==> config.mk <==
export PLATFORM = sky130hd
export DESIGN_NAME = divmod
export DESIGN_NICKNAME = d
export VERILOG_FILES = /design/src/rtl/divmod.sv
export SDC_FILE = /design/constraint.sdc
export NUM_CORES = 1
export LEC_CHECK = 0
export CAP_MARGIN = 20
export CELL_PAD_IN_SITES_DETAIL_PLACEMENT = 2
export CELL_PAD_IN_SITES_GLOBAL_PLACEMENT = 2
export CORE_MARGIN = 4
export CORE_UTILIZATION = 30
export DETAILED_ROUTE_END_ITERATION = 12
export GPL_TIMING_DRIVEN = 1
export MAX_ROUTING_LAYER = met4
export PLACE_DENSITY_LB_ADDON = 0.12
export SKIP_LAST_GASP = 1
export SYNTH_ARGS = -nofsm -noshare
export SYNTH_HDL_FRONTEND = slang
export SYNTH_SLANG_ARGS = --single-unit
==> constraint.sdc <==
create_clock -name clk -period 9.15 [get_ports clk]
set_clock_uncertainty 0.15 [all_clocks]
set_input_delay 0.915 -clock clk [delete_from_list [all_inputs] [get_ports clk]]
set_output_delay 0.915 -clock clk [all_outputs]
set_load 0.01 [all_outputs]
==> src/rtl/divmod.sv <==
// divmod: sequential unsigned divider producing quotient and remainder.
// Radix-4 restoring division: one quotient digit (2 bits) per BUSY cycle.
//
// Parameters:
//   WIDTH  operand/result width (even, >= 2)
//
// Ports:
//   clk    rising-edge clock
//   rst    synchronous active-high reset
//   go     start request; accepted in IDLE or DONE, ignored in BUSY
//   a, b   dividend / divisor, latched when go is accepted
//   ready  high in DONE; div/mod/error hold the last result
//   error  high with ready when the last divisor was zero
//   div    quotient floor(a/b), all ones on divide by zero
//   mod    remainder a - b*div, equal to a on divide by zero
//
// Optional build macro: DIVMOD_EARLY_EXIT_EN
//   When defined, a < b finishes one cycle after accept, and leading
//   all-zero 2-bit pairs of the dividend are skipped. Results are unchanged;
//   latency never exceeds WIDTH/2+1.
//
// state | meaning
// IDLE  | after reset, outputs zero, waiting for go
// BUSY  | iterating (cnt_q digits remain; cnt_q == 0 means publish)
// DONE  | result valid on div/mod/error, ready high, waiting for go

module divmod #(
  parameter int WIDTH = 16
) (
  input  logic             clk,
  input  logic             rst,
  input  logic             go,
  input  logic [WIDTH-1:0] a,
  input  logic [WIDTH-1:0] b,
  output logic             ready,
  output logic             error,
  output logic [WIDTH-1:0] div,
  output logic [WIDTH-1:0] mod
);

  localparam int HALF = WIDTH / 2;
  localparam int CW   = $clog2(HALF + 1);

  typedef enum logic [1:0] {
    IDLE = 2'd0,
    BUSY = 2'd1,
    DONE = 2'd2
  } state_t;

  state_t state_q, state_d;

  logic [WIDTH-1:0] a_q, a_d;
  logic [WIDTH-1:0] b_q, b_d;
  logic [WIDTH+1:0] b2_q, b2_d;
  logic [WIDTH+1:0] b3_q, b3_d;
  logic [WIDTH-1:0] rem_q, rem_d;
  logic [WIDTH-1:0] shf_q, shf_d;
  logic [WIDTH-1:0] quo_q, quo_d;
  logic [CW-1:0]    cnt_q, cnt_d;
  logic [WIDTH-1:0] div_q, div_d;
  logic [WIDTH-1:0] mod_q, mod_d;
  logic             err_q, err_d;

  // One radix-4 step. The partial remainder is always < b, so after
  // shifting in two dividend bits it needs WIDTH+2 bits; after the
  // subtraction it is < b again and fits back into WIDTH bits.
  logic [WIDTH+1:0] trial;
  logic [1:0]       digit;
  logic [WIDTH-1:0] rem_nx;

  always_comb begin
    trial  = {rem_q, shf_q[WIDTH-1 -: 2]};
    digit  = 2'd0;
    rem_nx = rem_q;
    if (trial >= b3_q) begin
      digit  = 2'd3;
      rem_nx = WIDTH'(trial - b3_q);
    end else if (trial >= b2_q) begin
      digit  = 2'd2;
      rem_nx = WIDTH'(trial - b2_q);
    end else if (trial >= {2'b00, b_q}) begin
      digit  = 2'd1;
      rem_nx = WIDTH'(trial - {2'b00, b_q});
    end else begin
      digit  = 2'd0;
      rem_nx = trial[WIDTH-1:0];
    end
  end

`ifdef DIVMOD_EARLY_EXIT_EN
  // Count leading all-zero 2-bit pairs of the incoming dividend.
  int  lz;
  logic seen;

  always_comb begin
    lz   = 0;
    seen = 1'b0;
    for (int i = HALF - 1; i >= 0; i--) begin
      if (!seen) begin
        if (a[2*i +: 2] == 2'b00) lz = lz + 1;
        else seen = 1'b1;
      end
    end
  end
`endif

  always_comb begin
    state_d = state_q;
    a_d     = a_q;
    b_d     = b_q;
    b2_d    = b2_q;
    b3_d    = b3_q;
    rem_d   = rem_q;
    shf_d   = shf_q;
    quo_d   = quo_q;
    cnt_d   = cnt_q;
    div_d   = div_q;
    mod_d   = mod_q;
    err_d   = err_q;

    case (state_q)
      IDLE, DONE: begin
        if (go) begin
          state_d = BUSY;
          a_d     = a;
          b_d     = b;
          b2_d    = {1'b0, b, 1'b0};
          b3_d    = {2'b00, b} + {1'b0, b, 1'b0};
          rem_d   = '0;
          quo_d   = '0;
          err_d   = 1'b0;
`ifdef DIVMOD_EARLY_EXIT_EN
          shf_d   = a << (2 * lz);
          cnt_d   = CW'(HALF - lz);
`else
          shf_d   = a;
          cnt_d   = CW'(HALF);
`endif
        end
      end

      BUSY: begin
        if (b_q == '0) begin
          state_d = DONE;
          err_d   = 1'b1;
          div_d   = '1;
          mod_d   = a_q;
        end
`ifdef DIVMOD_EARLY_EXIT_EN
        else if (a_q < b_q) begin
          state_d = DONE;
          div_d   = '0;
          mod_d   = a_q;
        end
`endif
        else if (cnt_q == '0) begin
          state_d = DONE;
          div_d   = quo_q;
          mod_d   = rem_q;
        end else begin
          rem_d = rem_nx;
          quo_d = (quo_q << 2) | WIDTH'(digit);
          shf_d = shf_q << 2;
          cnt_d = cnt_q - 1'b1;
        end
      end

      default: state_d = IDLE;
    endcase
  end

  always_ff @(posedge clk) begin
    if (rst) begin
      state_q <= IDLE;
      a_q     <= '0;
      b_q     <= '0;
      b2_q    <= '0;
      b3_q    <= '0;
      rem_q   <= '0;
      shf_q   <= '0;
      quo_q   <= '0;
      cnt_q   <= '0;
      div_q   <= '0;
      mod_q   <= '0;
      err_q   <= 1'b0;
    end else begin
      state_q <= state_d;
      a_q     <= a_d;
      b_q     <= b_d;
      b2_q    <= b2_d;
      b3_q    <= b3_d;
      rem_q   <= rem_d;
      shf_q   <= shf_d;
      quo_q   <= quo_d;
      cnt_q   <= cnt_d;
      div_q   <= div_d;
      mod_q   <= mod_d;
      err_q   <= err_d;
    end
  end

  assign ready = (state_q == DONE);
  assign error = err_q;
  assign div   = div_q;
  assign mod   = mod_q;

endmodule

# Word level (Yosys, flattened, before mapping)
# Cells that the tools add are included.
# op_classes
add_sub_neg,5
n_lt_le_gt_ge,3
n_eq_ne,7
n_mux,32
n_bitwise,1
reduce_logical,11
# op_table
cell,count
16-bit 2-to-1 mux,15
16-bit case mux with 2 select lines,3
16-bit subtractor,3
16-bit by 17-bit adder with 18-bit output,1
18-bit by 16-bit >= comparator with 1-bit output,1
18-bit by 17-bit >= comparator with 1-bit output,1
18-bit >= comparator,1
16-bit logical NOT,1
16-bit by 2-bit OR with 16-bit output,1
4-bit 2-to-1 mux,3
2-bit 2-to-1 mux,5
"2-bit != test, second input constant",4
4-bit case mux with 2 select lines,1
2-bit AND reduction,3
4-bit logical NOT,1
2-bit case mux with 2 select lines,1
4-bit AND reduction,1
2-bit nonzero test,2
"4-bit by 1-bit subtractor with 4-bit output, second input constant",1
1-bit 2-to-1 mux,3
"3-bit != test, second input constant",1
3-bit AND reduction,1
"2-bit by 1-bit equality test with 1-bit output, second input constant",1
"2-bit equality test, second input constant",1
3 further kinds,3
# totals
register_bits,137
input_bits,35

# Depth between registers and ports, before layout
# Gate-level depths: netlist (run 1).
# logic_depth
ltp_word,8
mapped_depth,13

# Worst setup path after synthesis (run 1)
# No wires, ideal clock.
# synth_path
path_kind,input port to flip-flop
start,input b[0]
end,register b3_q[17]
arrival_ps,2751
setup_slack_ps,6163
path_stages,11
path_buffers,0
path_cell_list,ha_1 inv_1 fa_1 nor2b_1 o21ai_1 a21o_1 a31oi_1 a41o_1 o41ai_2 o21a_1 a211oi_1
# synth_between
elab_chain_cells,1
# synth_rtl
element,line,source
from (decl),34,"input logic [WIDTH-1:0] b,"
16-bit by 17-bit adder with 18-bit output,128,"b3_d = {2'b00, b} + {1'b0, b, 1'b0};"
to (signal assigned),178,b3_q <= '0;
to (signal assigned),191,b3_q <= b3_d;
to (decl),55,"logic [WIDTH+1:0] b3_q, b3_d;"
# Every way passes these cells.
# A chain may end at the register's enable or synchronous reset.

# Worst setup path after layout (run 1)
# layout_path
start,register b3_q[0]
end,register rem_q[6]
# layout_between
elab_chain_cells,5
# layout_rtl
element,line,source
16-bit subtractor / 18-bit >= comparator (equally long branches),"77, 75",
16-bit 2-to-1 mux *,75,if (trial >= b3_q) begin
16-bit 2-to-1 mux *,156,else if (cnt_q == '0) begin
16-bit 2-to-1 mux *,143,if (b_q == '0) begin
16-bit case mux with 2 select lines *,121,case (state_q)
to (signal assigned),192,rem_q <= rem_d;
to (decl),56,"logic [WIDTH-1:0] rem_q, rem_d;"
# Mark *: on every way between the ends. The rest lies on a longest branch, timed or not. The select of a mux whose other input is x is not followed.

==> metrics, run 1 <==
Worst slew margin about two fifths; vias in the first global route approximately 8400; Net count, final about 1200; Synth cell types 65; CTS tree done; cells after synthesis between 1000 and 1500; CP Capture Type flip-flop; share of layout cells above drive strength 1 approximately 6%; critical path launch point type flip-flop; DRC 0; Synth Register Bits between 100 and 150; largest net degree at the start of global routing 84; CTS Sinks approximately 140; clock-pin slew on the worst setup and hold paths 60 ps; Final Core Density 36.8%; fin. max-slew vios 0; post-synthesis sequential area ratio 32.5%; Power Density 230 nW/um^2; cts hold-fix bufs 0; initial antenna violation count 0; WP data arrival 3870 ps; reg2reg start b3_q[0]; Clock Path Buffers 2; grt total ovfl 0; area grow syn2layout 19.6%; Crit path largest cell delay between 600 and 700 ps; Syn Area/Cell 7.68 sq um; final-layout fill cell count about 3200; setup violators final 0; DRT Pass-1 Iters 4; critical hold path startpoint a_q[11]; Row Count 60; Final Cycle Share about two fifths; setup repair bufs after CTS 0; worst hold path type flip-flop to flip-flop; min Tclk post-route 3740 ps; first-pass GRT wire length roughly 47000 microns; Gates resized, CTS repair 0; CP max-delay cell nand2_1; full die area 30600 sq um; FF-to-FF End rem_q[6]; dominant cell type by area after synthesis dfxtp_1; Min-Delay Endpoint a_q[11]; Final Power roughly 2.3 mW; core footprint ~27000 sq um; Final Wtd Congestion approximately 0.85; fmax 0.268 GHz; post-synth top area share 32.5%; CP Class flip-flop to flip-flop; max cap viols 0; commonest cells after routing, fill and taps aside nand2_1 (201), dfxtp_1 (136), a21oi_1 (105); vias 7946; synth warn 0; synthesized area around 8400 sq um; routed len/inst 19.1 microns; RSZ-0062 raised after global routing no; die height around 180 microns; Peak VDD IR ~110 uV; ys flop type dfxtp_1; Post-Syn Nets 1197; Antenna diodes 0; most common cell after layout, fill and taps aside nand2_1; CP Data Required Time 9280 ps; Pleak between 3 and 4 nW; setup_tns 0 ps; H-tree Lvls 4; worst-margin pin slew a little under 900 ps; worst hold stages 2; worst reg2reg setup slack 5410 ps; R2R cell count 9; outcome finished clean; Num CTS Buffers 17; IO Count 69; Final Hold Fails 0; Clock Tree Root clkbuf_16; Starting Density 30.8%; port bufs approximately 70; Die Width 175 microns; DRT iter0 DRCs approximately 360; ys async rst share 0%; Critical Path Fanout Max 34; dpl hpwl 21900 microns; Total GRT Usage 19.6%; dominant cells by area after synthesis dfxtp_1 (33%), ha_1 (10%), nand2_1 (9.0%), a21oi_1 (6.3%), nor2_1 (4.7%); count of flip-flops with a built-in enable after synthesis 0; CP cell instances nor4_1, and4_1, buf_4, nor2_1, nand2_1, nor2_1, and2_1, a22oi_1, o21ai_0; clk_lat worst skew 420 ps; routed wire length a little under 30000 microns; final hold slack 308 ps; vias per cell 5.22; DRT antenna net count 0; CP dominant cell by count nor2_1
## critical path: cells and delay by family (launching register included)
family | cells | cell delay [ps]
and+or+nand+nor | 6 | 2340
buffers and inverters | 1 | 370
AOI/OAI and AO/OA | 2 | 360
DFF | 1 | 340
## synth_stat cells, drive strengths merged (7+ instances only)
library cell    n
a211oi         27
a21o           17
a21oi         105
a22oi           9
a311oi         18
a31oi          22
buf            20
clkbuf         32
dfxtp         136
ha             68
inv            54
mux2i           7
nand2         201
nand2b         13
nand3          23
nand4          13
nor2          105
nor2b          10
nor3           21
nor4            8
o21a           12
o21ai          47
xnor2          30
xor2           13
## where the power goes
part | total [mW] | switching [mW] | internal [mW]
registers | 0.683 | 0.0454 | 0.638
clock network | 0.703 | 0.309 | 0.395
logic | 0.914 | 0.544 | 0.370
## sequential cells by signal (all words and copies together) (netlist names)
signal   flops
a_q         16
quo_q       16
state_q      2
rem_q       16
b3_q        18
div         16
mod         16
b2_q        15
shf_q       16
cnt_q        4
error        1
## kinds of logic after synthesis
| kind of cell | Yosys count | share of synthesized area, % |
|---|---|---|
| flip-flops | 136 | 32.5 |
| AND/OR/NAND/NOR | 419 | 21.9 |
| AO/OA/AOI/OAI | 302 | 23.6 |
| adder cells (fa/ha/maj) | 72 | 11.1 |
| buffers and inverters | 106 | 4.90 |
| XOR/XNOR | 43 | 4.50 |
| multiplexers | 12 | 1.51 |
## metrics by stage
stage / cell area [sq um] / worst slack [ps] / std cells
3_5_place_dp: 9410 / 5250 / 1489
2_1_floorplan: 8370 / 6160 / 1090
3_3_place_gp: 9410 / 5330 / 1489
6_report: 10000 / 5410 / 1521
5_1_grt: 10000 / 5130 / 1521
4_1_cts: 10000 / 5340 / 1521
## area by class of cell
class | instances | area, sq um | area share [%]
clock buffers | 18 | 439 | 4.39
clock inverters | 14 | 156 | 1.56
inverters | 54 | 203 | 2.03
multi-input cells | 848 | 5260 | 52.5
flip-flops and latches | 136 | 2720 | 27.2
well taps | 372 | 465 | 4.65
repair buffers | 79 | 761 | 7.60
## worst max-delay path by stage
stage / end / start
3_3_place_gp: b3_q[17] / b[1]
2_1_floorplan: b3_q[17] / b[0]
4_1_cts: rem_q[6] / b2_q[2]
6_report: rem_q[6] / b3_q[0]
5_1_grt: rem_q[6] / b2_q[2]
3_5_place_dp: b3_q[15] / b[1]
## layer usage
layer,vias up,global-route usage [%],wire length [microns]
li1,3937,-,-
met1,3923,26.6,14700
met2,73,32.4,13700
met3,13,2.08,449
met4,0,3.08,186
met5,-,-,0
No activity file was read; power rests on OpenSTA's default activity.
==> run 2: changes to the inputs <==
clock period = 3.09 ns   (was 9.15 ns; I/O delays follow)
==> run 2 against run 1 <==
Worst setup slack worse by 5300 ps. Sequential cell count is the same. Largest cell class unchanged. Sequential share of layout area is 2.7 points lower. Critical path type unchanged. Fmax is 25% higher. First-iteration DRC count rose by 29%. Clock power increased to 3.0 times the previous value. Via count up 7.5%. Critical endpoint is now rem_q[1]. Design area increased by 12%. Total power rose to 3.3 times the previous value.
==> metrics, run 2 (synthesis results as in run 1) <==
CP Class flip-flop to flip-flop; core footprint 27200 sq um (unchanged); full die area 30600 sq um (unchanged); port bufs 68 (unchanged); CP Data Required Time 3240 ps (-6040 ps); CP Capture Type flip-flop; DRC 0 (unchanged); die height 175 microns (unchanged); outcome finished clean; worst hold path type primary input to flip-flop; Power Density 687 nW/um^2 (+200%); CP max-delay cell fa_2; Clock Path Buffers 2 (unchanged); final-layout fill cell count 3142 (-2.0%); vias per cell 5.21 (-0.20%); Starting Density 30.8% (unchanged); CP cell instances inv_2, ha_4, inv_1, buf_4, fa_2, a211oi_4, o21ai_1, nand4_1, a31oi_4, nor2_4, buf_12, mux2_2, a21oi_1, o21ai_0; fin. max-slew vios 0 (unchanged); Final Power 7.67 mW (+230%); Pleak 4.43 nW (+16%); dpl hpwl 24400 microns (+11%); DRT Pass-1 Iters 8 (+4); Net count, final 1360 (+9.4%); Final Core Density 41.1% (+4.3 points); Gate power share 46.4% (+6.7 points); worst-margin pin slew 597 ps (-280 ps); Die Width 175 microns (unchanged); DRT antenna net count 0 (unchanged); final hold slack 125 ps (-182 ps); Final Hold Fails 0 (unchanged); Biggest register b3_q; WP data arrival 3130 ps (-740 ps); CTS tree done; routed wire length 32400 microns (+12%); Antenna diodes 0 (unchanged); area grow syn2layout 33.5%; Crit path largest cell delay 370 ps (-270 ps); Row Count 60 (unchanged); setup violators final 0 (unchanged); vias in the first global route 9237 (+9.9%); vias 8540 (+7.5%); Critical Path Fanout Max 10 (-71%); net load switching power 2.94 mW (+230%); clock power share 27.5% (-3.1 points); cts hold-fix bufs 0 (unchanged); largest net degree at the start of global routing 104 (+24%); min Tclk post-route 2980 ps (-759 ps); clk_lat worst skew 430 ps (about the same); pre-CTS setup slack -157 ps (-5400 ps); most common cell after layout, fill and taps aside nand2_1; share of layout cells above drive strength 1 18.2% (+12 points); Total GRT Usage 21.8% (+2.1 points); max cap viols 0 (unchanged); switching part of the total 38.3% (-0.71 points); initial antenna violation count 0 (unchanged); Reg power frac 26.1% (-3.6 points); Clock Tree Root clkbuf_16; Multi-input gate area 5460 sq um (+3.9%); Worst slew margin 60.2% (+19 points); Peak VDD IR 340 uV (+200%); fmax 0.336 GHz (+25%); CTS Sinks 136 (unchanged); Pint 4.73 mW (+240%); clock-pin slew on the worst setup and hold paths 70 ps (about the same); Num CTS Buffers 17 (unchanged); IO Count 69 (unchanged); H-tree Lvls 4 (unchanged); Final Cycle Share 96.4% (+56 points); setup_tns 0 ps (unchanged); first-pass GRT wire length 52000 microns (+10%); critical path launch point type flip-flop; grt total ovfl 0 (unchanged); routed len/inst 19.8 microns (+3.8%); Final Wtd Congestion 0.846 (-0.11%); Largest register FFs 18 (unchanged); DRT iter0 DRCs 464 (+29%); Register Area 2730 sq um (+0.41%); Worst Setup Slack, final 112 ps (-5300 ps); commonest cells after routing, fill and taps aside nand2_1 (201), dfxtp_1 (129), buf_4 (123)
run 2: worst paths after layout:
| check | startpoint | end | slack (ps) | cells past startpoint |
|---|---|---|---|---|
| max | shf_q[14] | rem_q[1] | 110 | 14 |
| min | rst | quo_q[2] | 130 | 2 |
| max reg2reg | shf_q[14] | rem_q[1] | 110 | 14 |
| min reg2reg | b3_q[14] | b3_q[14] | 310 | 2 |
run 2: final cells by class:
cell class	count	area share, %
multi-input cells	848	48.9
flip-flops and latches	136	24.5
repair buffers	196	15.3
well taps	372	4.17
clock buffers	18	3.93
inverters	54	1.82
clock inverters	14	1.45
run 2: per-layer routing:
layer / routed length (microns) / GRT usage [%]
met3: 977 / 2.38
met5: 0 / -
met2: 15700 / 36.8
met1: 15300 / 28.1
met4: 490 / 5.04
run 2: stage by stage:
step | std cells | instance area [sq um]
after CTS | 1631 | 10900
after floorplan | 1090 | 8370
after detailed placement | 1598 | 10300
after global placement | 1598 | 10300
after global routing | 1638 | 11200
final | 1638 | 11200
run 2: repair_timing:
item,CTS,global route
endpoints found under the setup margin,15,18
buffers inserted,1,7
pin swaps,4,9
gates resized for setup,10,50
run 2: worst max-delay path: cells and delay by family (launching register included):
| kind | cells | cell delay [ps] |
|---|---|---|
| compound gates | 5 | 770 |
| flops | 1 | 320 |
| buf+inv | 4 | 440 |
| fa+ha+maj | 2 | 510 |
| simple gates | 2 | 310 |
| mux | 1 | 350 |
run 2: power groups by stage:
stage	Combinational, mW	Clock [mW]	Sequential [mW]
floorplan	1.88	0	2.02
global placement	3.22	0	2.03
detailed placement	3.28	0	2.04
CTS	3.36	2.14	2.00
global route	3.88	2.23	2.02
finish	3.56	2.11	2.00
